**src/rtl/thread_scheduler.sv**
```systemverilog
// Issue-slot scheduler for the barrel core: rotates a slot counter across all threads and
// tracks the active and restart-pending thread sets through IDLE, RUN and DRAIN.
module thread_scheduler #(
  parameter int                      NUM_THREADS = 16,
  parameter int                      TID_WIDTH   = $clog2(NUM_THREADS),
  parameter int                      PIPE_DEPTH  = 16,
  parameter logic [NUM_THREADS-1:0]  BOOT_MASK   = {{(NUM_THREADS-1){1'b0}}, 1'b1}
) (
  input  logic                   clk,
  input  logic                   reset_n,
  input  logic                   start_i,
  input  logic                   halt_req_i,
  input  logic [TID_WIDTH-1:0]   halt_tid_i,
  input  logic                   wake_req_i,
  input  logic [NUM_THREADS-1:0] wake_mask_i,
  output logic                   issue_valid_o,
  output logic [TID_WIDTH-1:0]   issue_tid_o,
  output logic                   issue_restart_o,
  output logic [NUM_THREADS-1:0] active_mask_o,
  output logic                   busy_o,
  output logic                   done_o
);

  localparam int CW = $clog2(PIPE_DEPTH + 1);

  typedef enum logic [1:0] {IDLE, RUN, DRAIN} state_t;

  state_t                 state_q, state_d;
  logic [TID_WIDTH-1:0]   slot_q;
  logic [NUM_THREADS-1:0] active_q;
  logic [NUM_THREADS-1:0] restart_q;
  logic [CW-1:0]          drain_q;
  logic                   done_q;

  logic [NUM_THREADS-1:0] wake_vec;
  logic [NUM_THREADS-1:0] halt_vec;
  logic [NUM_THREADS-1:0] clr_vec;
  logic [NUM_THREADS-1:0] active_run;
  logic [NUM_THREADS-1:0] restart_run;
  logic                   issue_now;

  // Wake beats halt on the same thread, so halt only touches threads not being woken.
  always_comb begin
    wake_vec    = wake_req_i ? wake_mask_i : '0;
    halt_vec    = halt_req_i ? (NUM_THREADS'(1) << halt_tid_i) : '0;
    halt_vec    = halt_vec & ~wake_vec;
    issue_now   = (state_q == RUN) && active_q[slot_q];
    clr_vec     = (issue_now && restart_q[slot_q]) ? (NUM_THREADS'(1) << slot_q) : '0;
    active_run  = (active_q & ~halt_vec) | wake_vec;
    restart_run = (restart_q & ~halt_vec & ~clr_vec) | (wake_vec & ~active_q);
  end

  always_ff @(posedge clk or negedge reset_n) begin
    if (!reset_n) state_q <= IDLE;
    else          state_q <= state_d;
  end

  always_comb begin
    state_d = state_q;
    case (state_q)
      IDLE:    if (start_i || (|wake_vec)) state_d = RUN;
      RUN:     if (active_run == '0)       state_d = DRAIN;
      DRAIN:   if (|wake_vec)              state_d = RUN;
               else if (drain_q == '0)     state_d = IDLE;
      default: state_d = IDLE;
    endcase
  end

  always_ff @(posedge clk or negedge reset_n) begin
    if (!reset_n) begin
      slot_q    <= '0;
      active_q  <= '0;
      restart_q <= '0;
      drain_q   <= '0;
      done_q    <= 1'b0;
    end else begin
      done_q <= (state_q == DRAIN) && (state_d == IDLE);
      case (state_q)
        IDLE: begin
          slot_q  <= '0;
          drain_q <= '0;
          if (start_i) begin
            active_q  <= BOOT_MASK | wake_vec;
            restart_q <= BOOT_MASK | wake_vec;
          end else if (|wake_vec) begin
            active_q  <= wake_vec;
            restart_q <= wake_vec;
          end
        end
        RUN: begin
          // Strict rotation: inactive slots are never skipped.
          slot_q    <= slot_q + TID_WIDTH'(1);
          active_q  <= active_run;
          restart_q <= restart_run;
          if (active_run == '0) drain_q <= CW'(PIPE_DEPTH - 1);
        end
        DRAIN: begin
          if (|wake_vec) begin
            slot_q    <= slot_q + TID_WIDTH'(1);
            active_q  <= wake_vec;
            restart_q <= wake_vec;
          end else if (drain_q == '0) begin
            slot_q <= '0;
          end else begin
            slot_q  <= slot_q + TID_WIDTH'(1);
            drain_q <= drain_q - CW'(1);
          end
        end
        default: begin
          slot_q <= '0;
        end
      endcase
    end
  end

  always_comb begin
    issue_valid_o   = issue_now;
    issue_tid_o     = slot_q;
    issue_restart_o = issue_now && restart_q[slot_q];
    active_mask_o   = active_q;
    busy_o          = (state_q != IDLE);
    done_o          = done_q;
  end

endmodule

```
**config.mk**
```make
export PLATFORM = sky130hd
export DESIGN_NAME = thread_scheduler
export DESIGN_NICKNAME = d
export VERILOG_FILES = /design/src/rtl/thread_scheduler.sv
export SDC_FILE = /design/constraint.sdc
export NUM_CORES = 1
export LEC_CHECK = 0
export ABC_AREA = 1
export BUFFER_PORTS_ARGS = -buffer_cell sky130_fd_sc_hd__buf_2
export CAP_MARGIN = 10
export CORE_ASPECT_RATIO = 1.25
export CORE_MARGIN = 1
export CORE_UTILIZATION = 55
export DETAILED_ROUTE_END_ITERATION = 10
export GPL_ROUTABILITY_DRIVEN = 0
export GPL_TIMING_DRIVEN = 0
export PLACE_DENSITY = 0.78
export REMOVE_ABC_BUFFERS = 1
export SLEW_MARGIN = 40
export SYNTH_ARGS = -nofsm -noshare
export SYNTH_HDL_FRONTEND = slang
export SYNTH_SLANG_ARGS = --single-unit
```
**constraint.sdc**
```tcl
create_clock -name clk -period 2.1 [get_ports clk]
set_input_delay 0.525 -clock clk [delete_from_list [all_inputs] [get_ports clk]]
set_output_delay 0.525 -clock clk [all_outputs]
set_load 0.005 [all_outputs]
```
==> metrics.md <==
| Metric | Value |
|---|---|
| Status | finished with violations |
| Failing checks | setup timing |
| Yosys top cell by area | dfrtp_1 |
| Worst Setup End Kind | output port |
| Detailed-route via count | 4780 |
| Via-to-Cell Ratio | 5.98 |
| Post-synth top area share | 26.3% |
| WP data required | 1570 ps |
| Synthesized cell area | 4190 µm² |
| Placed cell count | 772 |
| Cell Pwr Density | 1200 nW/µm² |
| Cell area after layout | 4800 µm² |
| Post-synthesis sequential area ratio | 26.3% |
| Leak | 0.00248 µW |
| Max-Cap Viols | 0 |
| Die width | 80.0 µm |
| Arrival @ worst endpoint | 1860 ps |
| Rel. slew slack | 60.9% |
| Total wire length | 13200 µm |
| Port Buffer Count | 48 |
| Endpoints failing setup | 2 |
| Most common cell in the netlist | nand2_1 |
| Pre-CTS WS | -1110 ps |
| Synth-to-layout area growth | 14.7% |
| Vias in the first global route | 4482 |
| Initial antenna violation count | 0 |
| Initial Util | 56.9% |
| Largest net degree at the start of global routing | 45 |
| Num rows | 35 |
| Total chip power | 5790 µW |
| First-pass GRT wire length | 21400 µm |
| Nets@finish | 743 |
| Ys async rst share | 100% |
| Yosys cell types | 36 |
| DRC viols | 0 |
| Routed wire per std cell | 16.6 µm |
| Number of iterations in the first detailed-routing pass | 5 |
| Maximum VDD drop | 0.000842 V |
| Tmin final | 2380 ps |
| Core Box Area | 7360 µm² |
| Area contributors post-synth | dfrtp_1 26%, nand2_1 14%, inv_1 7.8% |
| Die area | 7970 µm² |
| Hold WC Path Type | in2async |
| Later-pin clock latency in the skew report | 320 ps |
| # diodes | 0 |
| Part of the power in combinational logic | 62.1% |
| Crit Path Class | reg2out |
| Half-perimeter wire length after placement | 8640 µm |
| Count of mapped cells out of synthesis | 660 |
| DRT iter0 DRCs | 546 |
| Antenna viol nets, final | 0 |
| TritonCTS clock tree | done |
| Grt ovf | 0 |
| Reg-to-reg slack, setup | 20 ps |
| Die height | 99.6 µm |
| Clock share of power | 12.0% |
| RR Startpoint | state_q[1] |
| Synthesized area per cell | 6.35 µm² |
| R2R depth | 7 |
| GRT Total Usage | 34.5% |
| Layout cell share with drive strength beyond 1 | 22.3% |
| Peak Freq | 420 MHz |
| Setup Skew | 8.56 ps |
| Post-CTS Hold Buffers | 0 |
| Sw Ratio | 50.2% |
| Worst R2R End | active_mask_o[12] |
| Maximum fanout along the worst path | 6 |
| Clock Pin Slew Worst Setup and Hold Paths | 100 ps |
| Root buf cell | clkbuf_8 |
| Synthesized flop and latch total | 44 |
| Switching power | 2900 µW |
| Post-synth EDFFs | 0 |
| Synth Flop Type | dfrtp_1 |
| CTS sink count | 44 |
| CP Launch Type | flip-flop |
| Setup ws final | -282 ps |
| Num ports | 49 |
| Fin crit share | 113% |
| Post-synth top cells | 161 x nand2_1, 87 x inv_1, 73 x nor2_1 |
| Seq pwr share | 25.9% |
| Max Root-Sink Buffers | 2 |
| Setup_tns | -486 ps |
| Synth warnings | 0 |
| Hold Fails Final Rpt | 0 |
| H-tree levels | 2 |
| Worst-Margin Slew | 586 ps |
| RSZ-0062 raised after global routing | yes |
| Fin cells | 799 |
| P_int | 2880 µW |
| Num CTS Buffers | 5 |
| Post-DP Area | 4350 µm² |
| Max Transition Viols Final | 0 |
## final cells by class
type	instances	area, µm²
Clock inverter	3	42.5
Fill cell	656	2550
Sequential cell	44	1110
Clock buffer	5	68.8
Timing Repair Buffer	66	422
Multi-Input combinational cell	491	2640
Tap cell	92	115
Inverter	98	405
## per-stage QoR
stage | util [%] | hold slack, ps
final | 65.3 | 187
after global routing | 65.3 | 260
after CTS | 64.2 | 231
after detailed placement | 59.1 | 468
after global placement | 59.0 | 466
after floorplan | - | 229
## per-layer routing
layer | global-route usage [%] | vias up | share of wire (%)
met5 | 0 | - | 0
met3 | 5.32 | 76 | 7.4
met4 | 22.5 | 0 | 6.0
met1 | 41.2 | 2198 | 39
li1 | - | 2244 | -
met2 | 57.0 | 262 | 47
## how the worst max path moves through the flow
stage               cells past startpoint               end            from
floorplan                               7   issue_restart_o  issue_tid_o[0]
global placement                        9  active_mask_o[1]      wake_req_i
detailed placement                     10      restart_q[1]      wake_req_i
CTS                                     7   issue_restart_o  issue_tid_o[0]
global route                            9   issue_restart_o  issue_tid_o[0]
finish                                  9   issue_restart_o  issue_tid_o[0]
## sequential cells by signal (all words and copies together) (netlist names)
signal,count
active_mask_o,16
restart_q,16
drain_q,5
issue_tid_o,4
state_q,2
done_o,1
## worst max-delay path, stage by stage, from the launching register on
cell and delay [ps]:
dfrtp_4 570, buf_6 170, nand2_4 50, nand2_2 50, a21oi_2 150, nor2_1 80
nor2_2 160, nor2_4 50, and3_4 150, buf_6 110
## what timing repair did
item	CTS	global route
gates resized for setup	40	17
gates cloned	1	0
setup endpoints to repair	45	42
setup buffers	15	3
pin swaps	10	3
## kinds of logic after synthesis
| kind of cell | Yosys count | synth area share (%) |
|---|---|---|
| simple gates | 335 | 35.5 |
| compound gates | 142 | 20.8 |
| buf+inv | 126 | 13.7 |
| flops | 44 | 26.3 |
| fa+ha+maj | 12 | 3.59 |
| xor+xnor | 1 | 0.209 |
## power groups by stage
stage	Clock [µW]	Combinational, µW	Sequential, µW
2_1_floorplan	0	2130	1460
3_3_place_gp	0	2880	1510
3_5_place_dp	0	2950	1520
4_1_cts	698	3400	1490
5_1_grt	734	3920	1540
6_report	697	3590	1500
## placed cells by master (no fill, tap or decap), drive strengths merged, types with 3 or more instances in the layout
| cell | n |
|---|---|
| nor3 | 17 |
| and2 | 4 |
| inv | 92 |
| a2bb2oi | 16 |
| nand3 | 40 |
| a31oi | 6 |
| o21ai | 71 |
| nor2 | 79 |
| clkinvlp | 3 |
| ha | 12 |
| nand2 | 172 |
| buf | 66 |
| clkbuf | 5 |
| dfrtp | 44 |
| a21oi | 46 |
| nand4 | 23 |
| clkinv | 5 |
Power figures use the tool's default switching activity.
